**config.mk**
```make
export PLATFORM = sky130hd
export DESIGN_NAME = store_serializer_32_8
export DESIGN_NICKNAME = d
export VERILOG_FILES = /design/src/rtl/store_serializer_32_8.sv
export SDC_FILE = /design/constraint.sdc
export NUM_CORES = 1
export LEC_CHECK = 0
export ABC_AREA = 1
export CORE_UTILIZATION = 45
export DETAILED_ROUTE_END_ITERATION = 10
export PLACE_DENSITY = 0.71
export SLEW_MARGIN = 20
export SYNTH_ARGS = -nofsm -noshare
export SYNTH_HDL_FRONTEND = slang
export SYNTH_SLANG_ARGS = --single-unit
```
**constraint.sdc**
```tcl
create_clock -name clk -period 2.7 [get_ports clk]
set_clock_uncertainty 0.05 [all_clocks]
set_input_delay 0.405 -clock clk [delete_from_list [all_inputs] [get_ports clk]]
set_output_delay 0.405 -clock clk [all_outputs]
set_load 0.02 [all_outputs]
```
**src/rtl/store_serializer_32_8.sv**
```systemverilog
// Store serializer: turns one byte/halfword/word store request into
// consecutive single-byte writes to a byte-wide data memory.
// Default byte order is big-endian (MSB to the lowest address).
// Optional macro STORE_LITTLE_ENDIAN_EN reverses the byte order.
module store_serializer_32_8 #(
  parameter int unsigned ADDR_W = 32
) (
  input  logic              clk,
  input  logic              reset_n,
  input  logic              req_valid,
  output logic              req_ready,
  input  logic [ADDR_W-1:0] req_addr,
  input  logic [31:0]       req_data,
  input  logic [1:0]        req_size,
  output logic              mem_we,
  output logic [ADDR_W-1:0] mem_addr,
  output logic [7:0]        mem_di,
  output logic              busy,
  output logic              done,
  output logic              err
);

  localparam int unsigned IDX_W = 2;

  typedef enum logic [1:0] {
    IDLE  = 2'd0,
    WRITE = 2'd1,
    DONE  = 2'd2,
    ERR   = 2'd3
  } state_t;

  state_t            state, state_n;
  logic [IDX_W-1:0]  idx, idx_n;
  logic [IDX_W-1:0]  last, last_n;
  logic [ADDR_W-1:0] base, base_n;
  logic [31:0]       data, data_n;
  logic              hs;
  logic              bad;
  logic [4:0]        shamt;

  // Next-state, request latching and byte-lane selection for the next cycle.
  always_comb begin
    state_n = state;
    idx_n   = idx;
    last_n  = last;
    base_n  = base;
    data_n  = data;
    hs      = req_valid && req_ready;
    bad     = (req_size == 2'b11) ||
              ((req_size == 2'b01) && req_addr[0]) ||
              ((req_size == 2'b10) && (req_addr[1:0] != 2'b00));

    case (state)
      IDLE: begin
        if (hs) begin
          if (bad) begin
            state_n = ERR;
          end else begin
            state_n = WRITE;
            base_n  = req_addr;
            data_n  = req_data;
            idx_n   = '0;
            case (req_size)
              2'b00:   last_n = IDX_W'(0);
              2'b01:   last_n = IDX_W'(1);
              default: last_n = IDX_W'(3);
            endcase
          end
        end
      end
      WRITE: begin
        if (idx == last) begin
          state_n = DONE;
        end else begin
          idx_n = idx + IDX_W'(1);
        end
      end
      DONE:    state_n = IDLE;
      ERR:     state_n = IDLE;
      default: state_n = IDLE;
    endcase

`ifdef STORE_LITTLE_ENDIAN_EN
    shamt = {idx_n, 3'b000};
`else
    shamt = {last_n - idx_n, 3'b000};
`endif
  end

  // State and latched request registers.
  always_ff @(posedge clk or negedge reset_n) begin
    if (!reset_n) begin
      state <= IDLE;
      idx   <= '0;
      last  <= '0;
      base  <= '0;
      data  <= '0;
    end else begin
      state <= state_n;
      idx   <= idx_n;
      last  <= last_n;
      base  <= base_n;
      data  <= data_n;
    end
  end

  // Registered outputs, derived from the state being entered.
  always_ff @(posedge clk or negedge reset_n) begin
    if (!reset_n) begin
      req_ready <= 1'b0;
      mem_we    <= 1'b0;
      mem_addr  <= '0;
      mem_di    <= '0;
      busy      <= 1'b0;
      done      <= 1'b0;
      err       <= 1'b0;
    end else begin
      req_ready <= (state_n == IDLE);
      mem_we    <= (state_n == WRITE);
      busy      <= (state_n != IDLE);
      done      <= (state_n == DONE);
      err       <= (state_n == ERR);
      if (state_n == WRITE) begin
        mem_addr <= base_n + ADDR_W'(idx_n);
        mem_di   <= 8'(data_n >> shamt);
      end
    end
  end

endmodule

```
======== After elaboration in Yosys (flattened, before gate mapping) ========
Cells that the tools add are included.
word-level totals
  flip-flop bits (word level) ............. 115
  input port bits ......................... 69
  output and inout bits ................... 45
  logic and storage cells ................. 55
operators by class
  $add $sub $neg .......................... 3
  eq/ne operators ......................... 10
  shift operators ......................... 1
  multiplexer cells ....................... 18
  reduce and logical (&&, ||, !) cells .... 11
operators with widths
  cell                                                  count
  2-to-1 mux 32 bit                                     6
  adder 32 x 2 -> 32 bit                                1
  >> shifter 32 x 5 -> 8 bit                            1
  2-to-1 mux 2 bit                                      9
  equality test 2 bit (second input constant)           6
  one-hot mux 2 bit (2 select lines)                    2
  equality test 2 x 1 -> 1 bit (second input constant)  3
  logical NOT 2 bit                                     3
  one-hot mux 2 bit (3 select lines)                    1
  nonzero test 2 bit                                    2
  logical AND 1 bit                                     3
  adder 2 x 1 -> 2 bit (second input constant)          1
  equality test 2 bit                                   1
  logical OR 1 bit                                      2
  OR reduction 2 bit                                    1
  subtractor 2 bit                                      1

======== Depth between registers and ports, before layout ========
Gate-level depths: netlist of run 1.
  depth after elaboration ................. 9
  depth in mapped cells ................... 20
  mapped depth without buffers ............ 18

======== Worst setup path before layout of run 1 ========
No wires, ideal clock.
  path kind ............................... register to register
  from .................................... register req_ready
  to ...................................... register mem_addr[26]
  library setup time ...................... 117 ps
  arrival ................................. 2601 ps
  required time ........................... 2533 ps
  path slack .............................. -68 ps
  cell stages (with the launch flop) ...... 20
  buffers on the path ..................... 2
  period minus slack after synthesis ...... 2768 ps
  cell sequence ........................... dfrtp_1 nand2_1 inv_1 nand3_1 inv_1 nand2_4 clkbuf_1 buf_2 o21ai_0 ha_1 fa_1 nand3_2 nor2_2 nand2_2 nor2_8 nand2_1 nand2_1 nand2_1 nand2_1 nand2_1
on the way
  longest elaborated chain between the ends .. 4
  elaborated cells between the ends (all ways) .. 9
  classes of those cells .................. 1 x add/sub; 1 x eq/ne; 6 x mux; 1 x reduce/logical
RTL lines
  item                    RTL line  RTL
  start, declared         11        output logic req_ready,
  start signal, assigned  118       req_ready <= (state_n == IDLE);
  logical AND 1 bit       48        hs = req_valid && req_ready;
  2-to-1 mux 32 bit       55        if (hs) begin
  2-to-1 mux 32 bit       53        case (state)
  net base_n[0]           35        logic [ADDR_W-1:0] base, base_n;
  adder 32 x 2 -> 32 bit  124       mem_addr <= base_n + ADDR_W'(idx_n);
  end signal, assigned    124
  end, declared           16        output logic [ADDR_W-1:0] mem_addr,
The timed path passes the listed nets, and every way through them passes these cells.
A chain may end at the register's enable or synchronous reset.

======== Final worst setup path of run 1 ========
  from .................................... input port req_size[0]
  to ...................................... register mem_addr[31]
on the way
  longest elaborated chain between the ends .. 8
  elaborated cells between the ends (all ways) .. 18
  classes of those cells .................. 1 x add/sub; 4 x eq/ne; 9 x mux; 4 x reduce/logical
RTL lines
  item                          RTL line  RTL
  start, declared               14        input logic [1:0] req_size,
  equality test 2 x 1 -> 1 bit  50        ((req_size == 2'b01) && req_addr[0]) ||
  logical AND 1 bit             50
  logical OR 1 bit              49        bad = (req_size == 2'b11) ||
  logical OR 1 bit *            50
  2-to-1 mux 32 bit *           56        if (bad) begin
  2-to-1 mux 32 bit *           55
  2-to-1 mux 32 bit *           53
  net base_n[1]                 35
  adder 32 x 2 -> 32 bit *      124
Mark *: on every way through the listed nets, which the timed path passes. The rest lies on a longest branch.

==> results of run 1 <==
## sequential cells by signal, summed over array words and instances, names as in the netlist
name and flops:
req_ready 1, busy 1, mem_di 8, idx 2, err 1, mem_we 1, base 32, done 1
mem_addr 32, last 2, state 2, data 32
## worst max-delay path: stages
cell and delay (ns):
clkdlybuf4s50_1 0.45, buf_4 0.17, nor2_2 0.11, nor2_2 0.05, nor2_4 0.13, nand2_4 0.07, buf_4 0.15, nand2_1 0.07
nand2_2 0.10, ha_4 0.29, a21oi_4 0.05, nand3b_4 0.18, nor2_8 0.12, nand2_2 0.09, nor2_4 0.14, nand2_1 0.07
nand2_1 0.06, nand2_1 0.05, nand2_1 0.05, nand2_1 0.05
## layer usage
layer	vias up	track usage (%)	routed length, um
li1	3087	-	-
met1	2867	36.3	8700
met2	142	38.2	8050
met3	15	5.25	816
met4	0	7.09	193
met5	-	0	0
## cell type report
type	instances	area [um2]
Clock buffer	27	523
Clock inverter	4	22.5
Fill cell	1200	4910
Inverter	99	372
Multi-Input combinational cell	637	3170
Sequential cell	115	2880
Tap cell	180	225
Timing Repair Buffer	208	1940
## kinds of logic after synthesis
kind of cell / after synthesis / synth area share (%)
DFF: 115 / 44.0
adders and majority gates: 4 / 0.881
xor gates and xnor gates: 11 / 1.47
buffers and inverters: 128 / 8.94
AOI/OAI and AO/OA: 71 / 5.82
and+or+nand+nor: 551 / 38.9
## stage by stage
step                cell area (um2)  utilization (%)  TNS, ns
detailed placement             8420             60.0   -13.40
finish                         9130             65.0        0
CTS                            8990             64.0        0
floorplan                      6540                -  -0.0111
global placement               8420             60.0   -11.47
global route                   9130             65.0  -0.0165
## cells in the mapped netlist, types with 2 or more instances
library cell and count:
buf_4 4, nor2_4 8, buf_2 10, inv_1 97, nand2_2 39, or2_0 4, xor2_1 7, a31oi_1 3
nand2_1 350, ha_1 3, nand2_4 14, o22ai_1 2, a21oi_1 3, nor2_8 3, dfrtp_1 115, nor2_2 13
buf_6 5, clkbuf_1 7, or2_2 13, o21ai_0 37, nor3_1 2, xnor2_1 4, o21ai_1 19, nand4_1 6
nor2_1 62, o21bai_1 6, buf_8 2, inv_2 2, nand3_1 34
## power by group
group	leakage (nW)	switching [W]	total, W	internal, W
Clock	0.269	0.000749	0.00206	0.00131
Sequential	1.41	0.000367	0.00290	0.00253
Combinational	2.95	0.00349	0.00602	0.00253
## how the worst min path moves through the flow
stage | startpoint | endpoint | slack, ns | depth (start not counted)
floorplan | reset_n | base[0] | 0.06 | 0
global placement | reset_n | data[17] | 0.38 | 1
detailed placement | reset_n | data[17] | 0.38 | 1
CTS | data[31] | data[31] | 0.42 | 2
global route | data[11] | data[11] | 0.44 | 2
finish | data[14] | data[14] | 0.42 | 2
## repair_timing
action                                 CTS  global route
setup endpoints to repair               13            34
endpoints found under the hold margin   39             0
gates cloned                             0             1
pin swaps                                0             5
buffers inserted                         0             1
resized for setup                        5            27
hold buffers                             1             0
==> metrics.cfg, run 1 <==
[global_routing]
grt_pass1_vias = 5698
grt_usage_pct = 25.2
grt_max_degree = 57
grt_pass1_wl_mm = 28.5
antenna_found_initial = 0
overflow = 0

[routing]
drcViolationCount = 0
drt-initial-drc-count = 499
drt-pass1-iter-count = 5
ant_nets = 0
avgViaCountPerCell = 4.81
wirelength_mm = 17.8
routedWlPerCell_um = 14.0
vias = 6111

[run_status]
status = complete, no violations

[synth]
ys_seq_elements = 115
ys_warn_count = 0
synthCells = 880
synth_top_cell_by_area = dfrtp_1
async_reset_ff_share_pct = 100
synth_edf_count = 0
synthesis.area_um2 = 6540
post_synth_main_area_contributors = dfrtp_1 44%, nand2_1 20%, inv_1 5.6%, nand2_2 3.7%, nor2_1 3.6%
synth_area_per_cell_um2 = 7.43
yosysSeqAreaShare_pct = 44.0
synth_ff_type = dfrtp_1
synth_cell_types = 35
syn_nets = 953
yosysTopAreaCellShare_pct = 44.0

[placed_design]
gp_congestion = 0.880
place_inst = 1236
port_buffers = 113
pre_cts_slack_ns = -0.478
hpwl_mm = 12.9

[critical_path]
timing.rr.end = mem_di[3]
required_ns = 2.96
startpoint_type = primary input
reg2reg_slack_ns = 0.21
endpoint_kind = register
r2r_cells = 14
cp-endpoint = mem_addr[31]
cp.arrival_ns = 2.87
path_class = in -> reg
reg2reg_from = state[0]
cp-startpoint = req_size[0]
worstPathMaxFanout = 4

[clocking]
htreeDepth = 4
tritoncts = done
cts_buffers = 17
cts_root_buf = clkbuf_16
cts_max_path_buffers = 2
worstSkewPairLatency_ns = 0.42
cts_sinks = 115
path_clk_slew_ns = 0.05

[power]
leakagePower_nw = 4.63
vdd_drop_max_mv = 0.578
power_density_nw_per_um2 = 1200
power_w = 0.0110

[worst_hold_path]
hold_class = reg -> reg

[timing]
finalSetupViolCount = 0
fin_crit_ns = 2.61
drv_slew = 0
hold_ws_ns = 0.417
setup_ws_ns = 0.0885
tightest_slew_ns = 0.544
fmax_mhz = 383
maxSlewHeadroom_pct = 63.8
hold_viol = 0
period_share_pct = 96.7

[job]
max_cap_violations = 0

[layout]
finalNetCount = 1151
final_common_cell = nand2_1
antenna_cells = 0
drive_gt1_share_pct = 21.7
stdcell_count = 1270
final_cell_mix = 348 x nand2_1, 114 x dfrtp_1, 112 x clkdlybuf4s50_1
area_growth_pct = 39.6

[floorplan]
num_io_pins = 114
die_x_um = 123
die_area_um2 = 15000
rows = 43
core-area_um2 = 14000
die_h_um = 123
initial_utilization_pct = 46.5

(Power assumes the default switching activity.)
==> run 2: changes to the inputs <==
- CORE_MARGIN: default -> 2
==> run 2 against run 1 <==
  * The flow now finishes with violations (negative hold slack)
  * Largest cell class unchanged
  * Die area rose by 3.3%
  * Combinational power fell by 2%
  * Critical path depth fell by 1
  * Largest power group unchanged
  * Routed wire length rose by 1.4%
  * Critical endpoint is now mem_addr[29]
  * Non-clock buffer count fell by 3
  * Highest routed layer unchanged
  * Via count fell by 0.25%
  * Cell count did not move
  * Utilization fell by 1.2 points
==> metrics.cfg, run 2 (synthesized netlist as in run 1, its figures left out) <==
[run_status]
status = finished with violations
violations = negative hold slack

[global_routing]
grt_pass1_vias = 5982
grt_usage_pct = 24.5
antenna_found_initial = 0
grt_max_degree = 53
overflow = 0
grt_pass1_wl_mm = 30.1

[critical_path]
reg2reg_slack_ns = 0.20
startpoint_type = primary input
reg2reg_from = state[1]
slowest_stage = clkdlybuf4s50_1
worstPathMaxFanout = 15
cp.arrival_ns = 2.79
crit_path_frequent_cell = nand2_1
endpoint_kind = register
cp_cell_sequence = clkdlybuf4s50_1 > nand2_1 > inv_1 > nand3_1 > buf_4 > nor2_4 > buf_4 > buf_12 > nand2_1 > nand2_1 > nand2_2 > nor2_1 > nand2_1 > nor2_4 > nand2_1 > nand2_1 > nand2_1 > nand2_1 > nand2_1
path_class = in -> reg
timing.rr.end = mem_addr[29]
required_ns = 2.96
crit_path_max_incr_delay_ns = 0.46
r2r_cells = 17

[placed_design]
post_dp_cell_area_um2 = 8410
hpwl_mm = 13.3
port_buffers = 113
gp_congestion = 0.907

[clocking]
tritoncts = done
cts_buffers = 17
cts_root_buf = clkbuf_16
cts_sinks = 115
cts_max_path_buffers = 2
htreeDepth = 4
path_clk_slew_ns = 0.05
worstSkewPairLatency_ns = 0.43

[layout]
reg_top3 = base x32, data x32, mem_addr x32
final_common_cell = nand2_1
postLayoutCellArea_um2 = 9170
drive_gt1_share_pct = 21.9
fillCellCount = 1251
area_growth_pct = 40.4
final_util_pct = 63.8
finalNetCount = 1148
antenna_cells = 0
final_cell_mix = 348 x nand2_1, 114 x dfrtp_1, 110 x clkdlybuf4s50_1

[floorplan]
die_h_um = 125
die_x_um = 125
num_io_pins = 114
initial_utilization_pct = 45.5
core-area_um2 = 14400
die_area_um2 = 15500
rows = 44

[timing]
tightest_slew_ns = 0.715
rsz0062_at_grt = false
period_share_pct = 93.6
hold_viol = 11
hold_ws_ns = -0.0202
fin_crit_ns = 2.53
drv_slew = 0
fmax_mhz = 396
maxSlewHeadroom_pct = 52.3
finalSetupViolCount = 0

[routing]
avgViaCountPerCell = 4.80
drt-initial-drc-count = 346
routedWlPerCell_um = 14.2
drt-pass1-iter-count = 5
drcViolationCount = 0
wirelength_mm = 18.0
vias = 6096
ant_nets = 0

[power]
power_density_nw_per_um2 = 1230
power_w = 0.0112
vdd_drop_max_mv = 0.703
leakagePower_nw = 4.68

[worst_hold_path]
hold_class = in -> async

[job]
max_cap_violations = 0

==> run 2: area by class of cell <==
class	count	area, um2	area share [%]
multi-input cells	637	3180	34.6
flip-flops and latches	115	2880	31.4
clock buffers	22	494	5.39
repair buffers	205	1870	20.4
inverters	99	372	4.05
well taps	184	230	2.51
clock inverters	8	149	1.62
==> run 2: per-stage QoR <==
stage	setup slack (ns)	hold WS, ns	cells	TNS, ns
finish	0.173	-0.0202	1270	0
floorplan	-0.0111	0.0594	880	-0.0111
global route	0.0103	0.0359	1270	0
CTS	0.0334	0.0101	1268	0
global placement	-0.446	0.401	1238	-11.39
detailed placement	-0.527	0.406	1238	-13.69
==> run 2: metal layers <==
layer | part of all wire, % | wire [um] | global-route usage (%)
met1 | 47 | 8520 | 34.4
met2 | 45 | 8080 | 36.9
met3 | 5.3 | 952 | 6.23
met4 | 2.5 | 446 | 8.66
met5 | 0 | 0 | 0
==> run 2: critical path, delay by kind of cell <==
kind,cells,cell delay (ns)
buffers and inverters,5,1.05
AND/OR/NAND/NOR,14,1.33
==> run 2: worst max path at each step <==
stage	from	end	slack (ns)
6_report	req_valid	mem_addr[29]	0.17
3_3_place_gp	req_size[0]	mem_addr[3]	-0.45
2_1_floorplan	req_size[0]	mem_addr[26]	-0.01
5_1_grt	req_valid	mem_addr[29]	0.01
4_1_cts	req_size[0]	mem_addr[26]	0.03
3_5_place_dp	req_size[0]	mem_addr[25]	-0.53
==> run 2: power breakdown <==
group          leakage (nW)  switching (W)  internal, W
sequential             1.41       0.000368      0.00253
clock                 0.310       0.000781      0.00165
combinational          2.96        0.00347      0.00244
==> run 2: what timing repair did <==
item                                    4_1_cts  5_1_grt
resized for setup                             2       24
buffers inserted                              0        2
cloned                                        0        0
hold buffers                                  0        0
pin swaps                                     0        7
endpoints found under the setup margin       11       30
hold endpoints to repair                      0        0
==> RTL edit 1 (config.mk and constraints of run 2) <==
The parameter `ADDR_W` goes from 32 to 28.
--- a/src/rtl/store_serializer_32_8.sv
+++ b/src/rtl/store_serializer_32_8.sv
@@ -5,3 +5,3 @@
 module store_serializer_32_8 #(
-  parameter int unsigned ADDR_W = 32
+  parameter int unsigned ADDR_W = 28
 ) (
Interface: changed (resized mem_addr and req_addr); port bits go from 114 to 106. No check against the original RTL was run, so the function may have changed too.
==> RTL edit 1 against run 2 <==
  * The flow still finishes with violations (negative hold slack)
  * Power down 14%
  * Routed wire length down 11%
  * Area after synthesis down 8.6%
  * Worst setup slack better by 5.2 ps
  * Sequential cell count down 8
  * Register-to-register slack better by 30 ps
  * Cell area down 10%
  * Largest cell class unchanged
==> RTL edit 1: results <==
# TYPE chip_impl_metric gauge
chip_impl_metric{name="placement.cell_area",unit="mm2"} 0.007881
chip_impl_metric{name="pre_cts_slack",unit="ps"} -413.9
chip_impl_metric{name="critical_path_peak_fanout",unit=""} 4
chip_impl_metric{name="grt_first_pass_wirelength",unit="um"} 26140
chip_impl_metric{name="fin_nets",unit=""} 1074
chip_impl_metric{name="grt_pass1_vias",unit=""} 5311
chip_impl_metric{name="grt_util_all_layers",unit="%"} 23.39
chip_impl_metric{name="clkSlewWorstSetupHoldPaths",unit="ps"} 70
chip_impl_metric{name="max_slew.worst_pin.slew",unit="ps"} 609.0
chip_impl_metric{name="ys_seq_area_share",unit="%"} 44.84
chip_impl_metric{name="placed_cells_incl_taps",unit=""} 1167
chip_impl_metric{name="grt_util_met2",unit="%"} 36.71
chip_impl_metric{name="worstPathArrival",unit="ps"} 2750
chip_impl_metric{name="wirelength",unit="um"} 15940
chip_impl_metric{name="r2r.worst_path.cells",unit=""} 14
chip_impl_metric{name="gr-usage-met3",unit="%"} 5.316
chip_impl_metric{name="post-route-worst-setup-slack",unit="ps"} 177.9
chip_impl_metric{name="power.static_leakage",unit="uW"} 0.004194
chip_impl_metric{name="drt-vias-per-instance",unit=""} 4.724
chip_impl_metric{name="synth_fp_nets",unit=""} 887
chip_impl_metric{name="regToRegSetupSlack",unit="ps"} 230
chip_impl_metric{name="worstSkewPairLatency",unit="ps"} 350
chip_impl_metric{name="synthesis.area_per_instance",unit="um2"} 7.301
chip_impl_info{name="result_of_the_run",value="finished with violations"} 1
chip_impl_metric{name="filler_cells",unit=""} 1147
chip_impl_metric{name="grt_use_met1",unit="%"} 32.99
chip_impl_metric{name="fin_hold_ws",unit="ps"} -0.002998
chip_impl_metric{name="synth.lib_cells_used.distinct",unit=""} 33
chip_impl_metric{name="finalHoldViolations",unit=""} 1
chip_impl_metric{name="tritoncts.num_buffers",unit=""} 9
chip_impl_info{name="r2r-end",value="mem_addr[5]$_DFFE_PN0P_"} 1
chip_impl_info{name="violations",value="negative hold slack"} 1
RTL edit 1: cell count changes after synthesis, sizes merged, moves of 8 or more:
| cell | before | now |
|---|---|---|
| nand3 | 35 | 22 |
| dfrtp | 115 | 107 |
| nand2 | 403 | 388 |
| nand4 | 6 | 15 |
| o21ai | 57 | 41 |
| or2 | 18 | 10 |
| nor2 | 86 | 73 |
RTL edit 1: what timing repair did:
| action | CTS | global route |
|---|---|---|
| endpoints found under the setup margin | 6 | 30 |
| pin swaps | 0 | 8 |
| resized for setup | 2 | 23 |
| setup buffers | 0 | 3 |
| hold buffers | 0 | 0 |
RTL edit 1: worst max path at each step:
stage,startpoint,end,cells past startpoint
final,req_valid,mem_addr[5]$_DFFE_PN0P_,16
after floorplan,req_ready$_DFF_PN0_,mem_addr[13]$_DFFE_PN0P_,19
after CTS,req_size[1],mem_addr[27]$_DFFE_PN0P_,20
after global routing,req_valid,mem_addr[27]$_DFFE_PN0P_,20
after global placement,req_size[1],mem_addr[22]$_DFFE_PN0P_,16
after detailed placement,req_size[1],mem_addr[8]$_DFFE_PN0P_,15
RTL edit 1: area by class of cell:
cell class	count	area (um2)	area share, %
timing repair buffer	202	1888	22.87
clock buffer	10	229.0	2.773
inverter	97	366.6	4.440
multi-input combinational	588	2834	34.32
clock inverter	6	40.04	0.4849
tap	176	220.2	2.667
sequential	107	2679	32.44
RTL edit 1: cell families after synthesis:
| logic type | synth area share [%] |
|---|---|
| AO/OA/AOI/OAI | 5.342 |
| flip-flops | 44.84 |
| adder cells (fa/ha/maj) | 0.9638 |
| buffers and inverters | 9.092 |
| XOR/XNOR | 1.760 |
| multiplexers | 1.173 |
| AND/OR/NAND/NOR | 36.83 |
RTL edit 1: power breakdown:
part	switching, uW	internal [uW]
clock network	593	626
logic	3270	2450
registers	332	2350
total	4200	5430
RTL edit 1: critical path, delay by kind of cell:
| family | cells | cell delay, ps |
|---|---|---|
| compound gates | 4 | 510 |
| xor+xnor | 1 | 130 |
| fa+ha+maj | 1 | 270 |
| buf+inv | 5 | 870 |
| simple gates | 5 | 540 |
RTL edit 1: layer usage:
| metal | share of wire [%] | up-vias |
|---|---|---|
| li1 | - | 2862 |
| met4 | 1.2 | 0 |
| met1 | 48 | 2578 |
| met3 | 5.9 | 13 |
| met5 | 0 | - |
| met2 | 45 | 150 |
RTL edit 1: metrics by stage:
step                total power (uW)  hold slack [ps]
detailed placement              8299            401.3
finish                          9630        -0.002998
floorplan                       5845            59.41
global route                   10440            32.47
CTS                             9581            20.93
global placement                8202            395.9
==> RTL edit 2 (flow settings as in run 2) <==
Without the edit above. `data` no longer has a reset.
--- a/src/rtl/store_serializer_32_8.sv
+++ b/src/rtl/store_serializer_32_8.sv
@@ -96,3 +96,2 @@
       base  <= '0;
-      data  <= '0;
     end else begin
@@ -102,4 +101,7 @@
       base  <= base_n;
-      data  <= data_n;
     end
+  end
+
+  always_ff @(posedge clk) begin
+    data <= data_n;
   end
Check against the original RTL: same outputs for any inputs over 4 cycles, from zero or initial values and one cycle with reset_n low; that may be too few to reach the edited logic, so the function may still have changed.
==> RTL edit 2 against run 2 <==
  * Utilization increased by 1.4 points
  * Cell area fell by 1.2%
  * Global-route usage grew 0.080 points
  * First-iteration DRC count rose by 23%
  * Largest power group unchanged
  * Area after synthesis fell by 2.5%
  * Critical path type is now reg -> reg
  * Via count is essentially flat
  * Largest cell class unchanged
  * Clock power shrank 4%
  * Routed wire length is 1.1% lower
  * Sequential cell count did not move
  * Maximum frequency is 1.6% lower
  * Power shrank 0.15%
  * Critical path depth fell by 6
  * Worst setup slack got worse by 42 ps
  * Highest routed layer unchanged
  * Non-clock buffer count did not move
==> RTL edit 2: results <==
# TYPE chip_impl_metric gauge
chip_impl_info{name="result_of_the_run",value="finished, final reports clean"} 1
chip_impl_metric{name="grt_first_pass_wirelength",unit="um"} 28320
chip_impl_metric{name="post_layout_nonfiller_instances",unit=""} 1269
chip_impl_metric{name="min_period",unit="ps"} 2569
chip_impl_metric{name="grt_util_all_layers",unit="%"} 24.58
chip_impl_metric{name="place.detailed.hpwl",unit="um"} 13150
chip_impl_metric{name="pre_cts_slack",unit="ps"} -535.8
chip_impl_metric{name="placed_cells_incl_taps",unit=""} 1232
chip_impl_info{name="hold_path.class",value="reg -> reg"} 1
chip_impl_metric{name="worst_vdd_rail_ir_drop",unit="mV"} 0.6716
chip_impl_metric{name="r2r.worst_path.cells",unit=""} 13
chip_impl_metric{name="max_slew.worst_pin.slew",unit="ps"} 484.1
chip_impl_metric{name="worstPathArrival",unit="ps"} 2820
chip_impl_metric{name="grt_max_degree",unit=""} 51
chip_impl_metric{name="placement.cell_area",unit="mm2"} 0.008259
chip_impl_metric{name="post_synth_xor_area_fraction",unit="%"} 1.511
chip_impl_metric{name="asyncSetResetFlopFracSynth",unit="%"} 72.17
chip_impl_info{name="worst_setup_path_endpoint",value="mem_addr[3]$_DFFE_PN0P_"} 1
chip_impl_metric{name="detailedRoute.firstIterationViolations",unit=""} 426
chip_impl_metric{name="power.static_leakage",unit="uW"} 0.004573
chip_impl_metric{name="layout-drive-gt1-share",unit="%"} 22.31
chip_impl_metric{name="num_antenna_cells",unit=""} 0
chip_impl_metric{name="netlist_instances",unit=""} 880
chip_impl_metric{name="synth_compound_area_share",unit="%"} 5.965
chip_impl_metric{name="synth_fa_ha_area_share",unit="%"} 0.9027
chip_impl_metric{name="place_congestion",unit=""} 0.9125
chip_impl_metric{name="synth.lib_cells_used.distinct",unit=""} 36
chip_impl_metric{name="ys_seq_area_share",unit="%"} 42.62
chip_impl_info{name="critPathKind",value="reg -> reg"} 1
chip_impl_info{name="r2r-end",value="mem_addr[3]$_DFFE_PN0P_"} 1
chip_impl_metric{name="drt-wirelength-per-cell",unit="um"} 14.03
chip_impl_metric{name="fin_nets",unit=""} 1149
chip_impl_info{name="worst_r2r_startpoint",value="last[1]$_DFF_PN0_"} 1
chip_impl_metric{name="drt-vias-per-instance",unit=""} 4.802
chip_impl_info{name="yosys-top-cells-count",value="sky130_fd_sc_hd__nand2_1 (350), sky130_fd_sc_hd__inv_1 (97), sky130_fd_sc_hd__dfrtp_1 (83)"} 1
chip_impl_metric{name="critical_path_peak_fanout",unit=""} 3
chip_impl_metric{name="regToRegSetupSlack",unit="ps"} 130
RTL edit 2: changes by cell type after synthesis, sizes merged:
cell,before,now
dfxtp,0,32
dfrtp,115,83
RTL edit 2: timing repair:
item,in CTS,in global routing
hold buffers,1,0
endpoints found under the hold margin,33,0
resized for setup,5,35
pin swaps,0,7
endpoints found under the setup margin,13,36
setup buffers,0,3
gates cloned,0,1
RTL edit 2: power by group:
part	internal [uW]	switching, uW
Combinational	2500	3510
Clock	1460	866
Sequential	2530	352
RTL edit 2: how the worst min path moves through the flow:
stage	from	depth (start not counted)	endpoint	slack, ps
2_1_floorplan	reset_n	0	base[0]$_DFF_PN0_	60
3_3_place_gp	reset_n	1	mem_addr[28]$_DFFE_PN0P_	350
3_5_place_dp	reset_n	1	mem_addr[28]$_DFFE_PN0P_	340
4_1_cts	data[31]$_DFF_P_	2	data[31]$_DFF_P_	390
5_1_grt	data[27]$_DFF_P_	2	data[27]$_DFF_P_	420
6_report	data[24]$_DFF_P_	2	data[24]$_DFF_P_	390
RTL edit 2: cells by family (layout without fill, tap and decap cells):
logic type | Yosys count | count (layout)
AND/OR/NAND/NOR | 551 | 552
buffers and inverters | 128 | 336
flip-flops | 115 | 115
AO/OA/AOI/OAI | 71 | 71
XOR/XNOR | 11 | 11
adder cells (fa/ha/maj) | 4 | 4
RTL edit 2: per-layer routing:
metal | vias to the layer above | part of all wire (%) | global-route usage (%)
met5 | - | 0 | 0
met1 | 2821 | 46 | 33.27
met4 | 0 | 2.1 | 9.517
met2 | 162 | 46 | 38.09
met3 | 31 | 5.4 | 5.996
li1 | 3080 | - | -
RTL edit 2: worst max-delay path: stages (launching register included):
cell                       delay, ps
sky130_fd_sc_hd__dfrtp_1         400
sky130_fd_sc_hd__xnor2_1         150
sky130_fd_sc_hd__nand2_1          90
sky130_fd_sc_hd__nand2_1          80
sky130_fd_sc_hd__nand2_1         100
sky130_fd_sc_hd__nand2_1          70
sky130_fd_sc_hd__o21ai_2         160
sky130_fd_sc_hd__inv_1           130
sky130_fd_sc_hd__ha_1            320
sky130_fd_sc_hd__a21oi_2         190
sky130_fd_sc_hd__nand3b_4        200
sky130_fd_sc_hd__buf_4           140
sky130_fd_sc_hd__xor2_1          240
sky130_fd_sc_hd__o21ai_1         110
RTL edit 2: layout make-up:
type / count / area (um2)
Clock inverter: 10 / 75.07
Clock buffer: 22 / 550.5
Tap cell: 180 / 225.2
Inverter: 99 / 371.6
Timing Repair Buffer: 205 / 1926
Fill cell: 1212 / 4821
Sequential cell: 115 / 2719
Multi-Input combinational cell: 638 / 3193
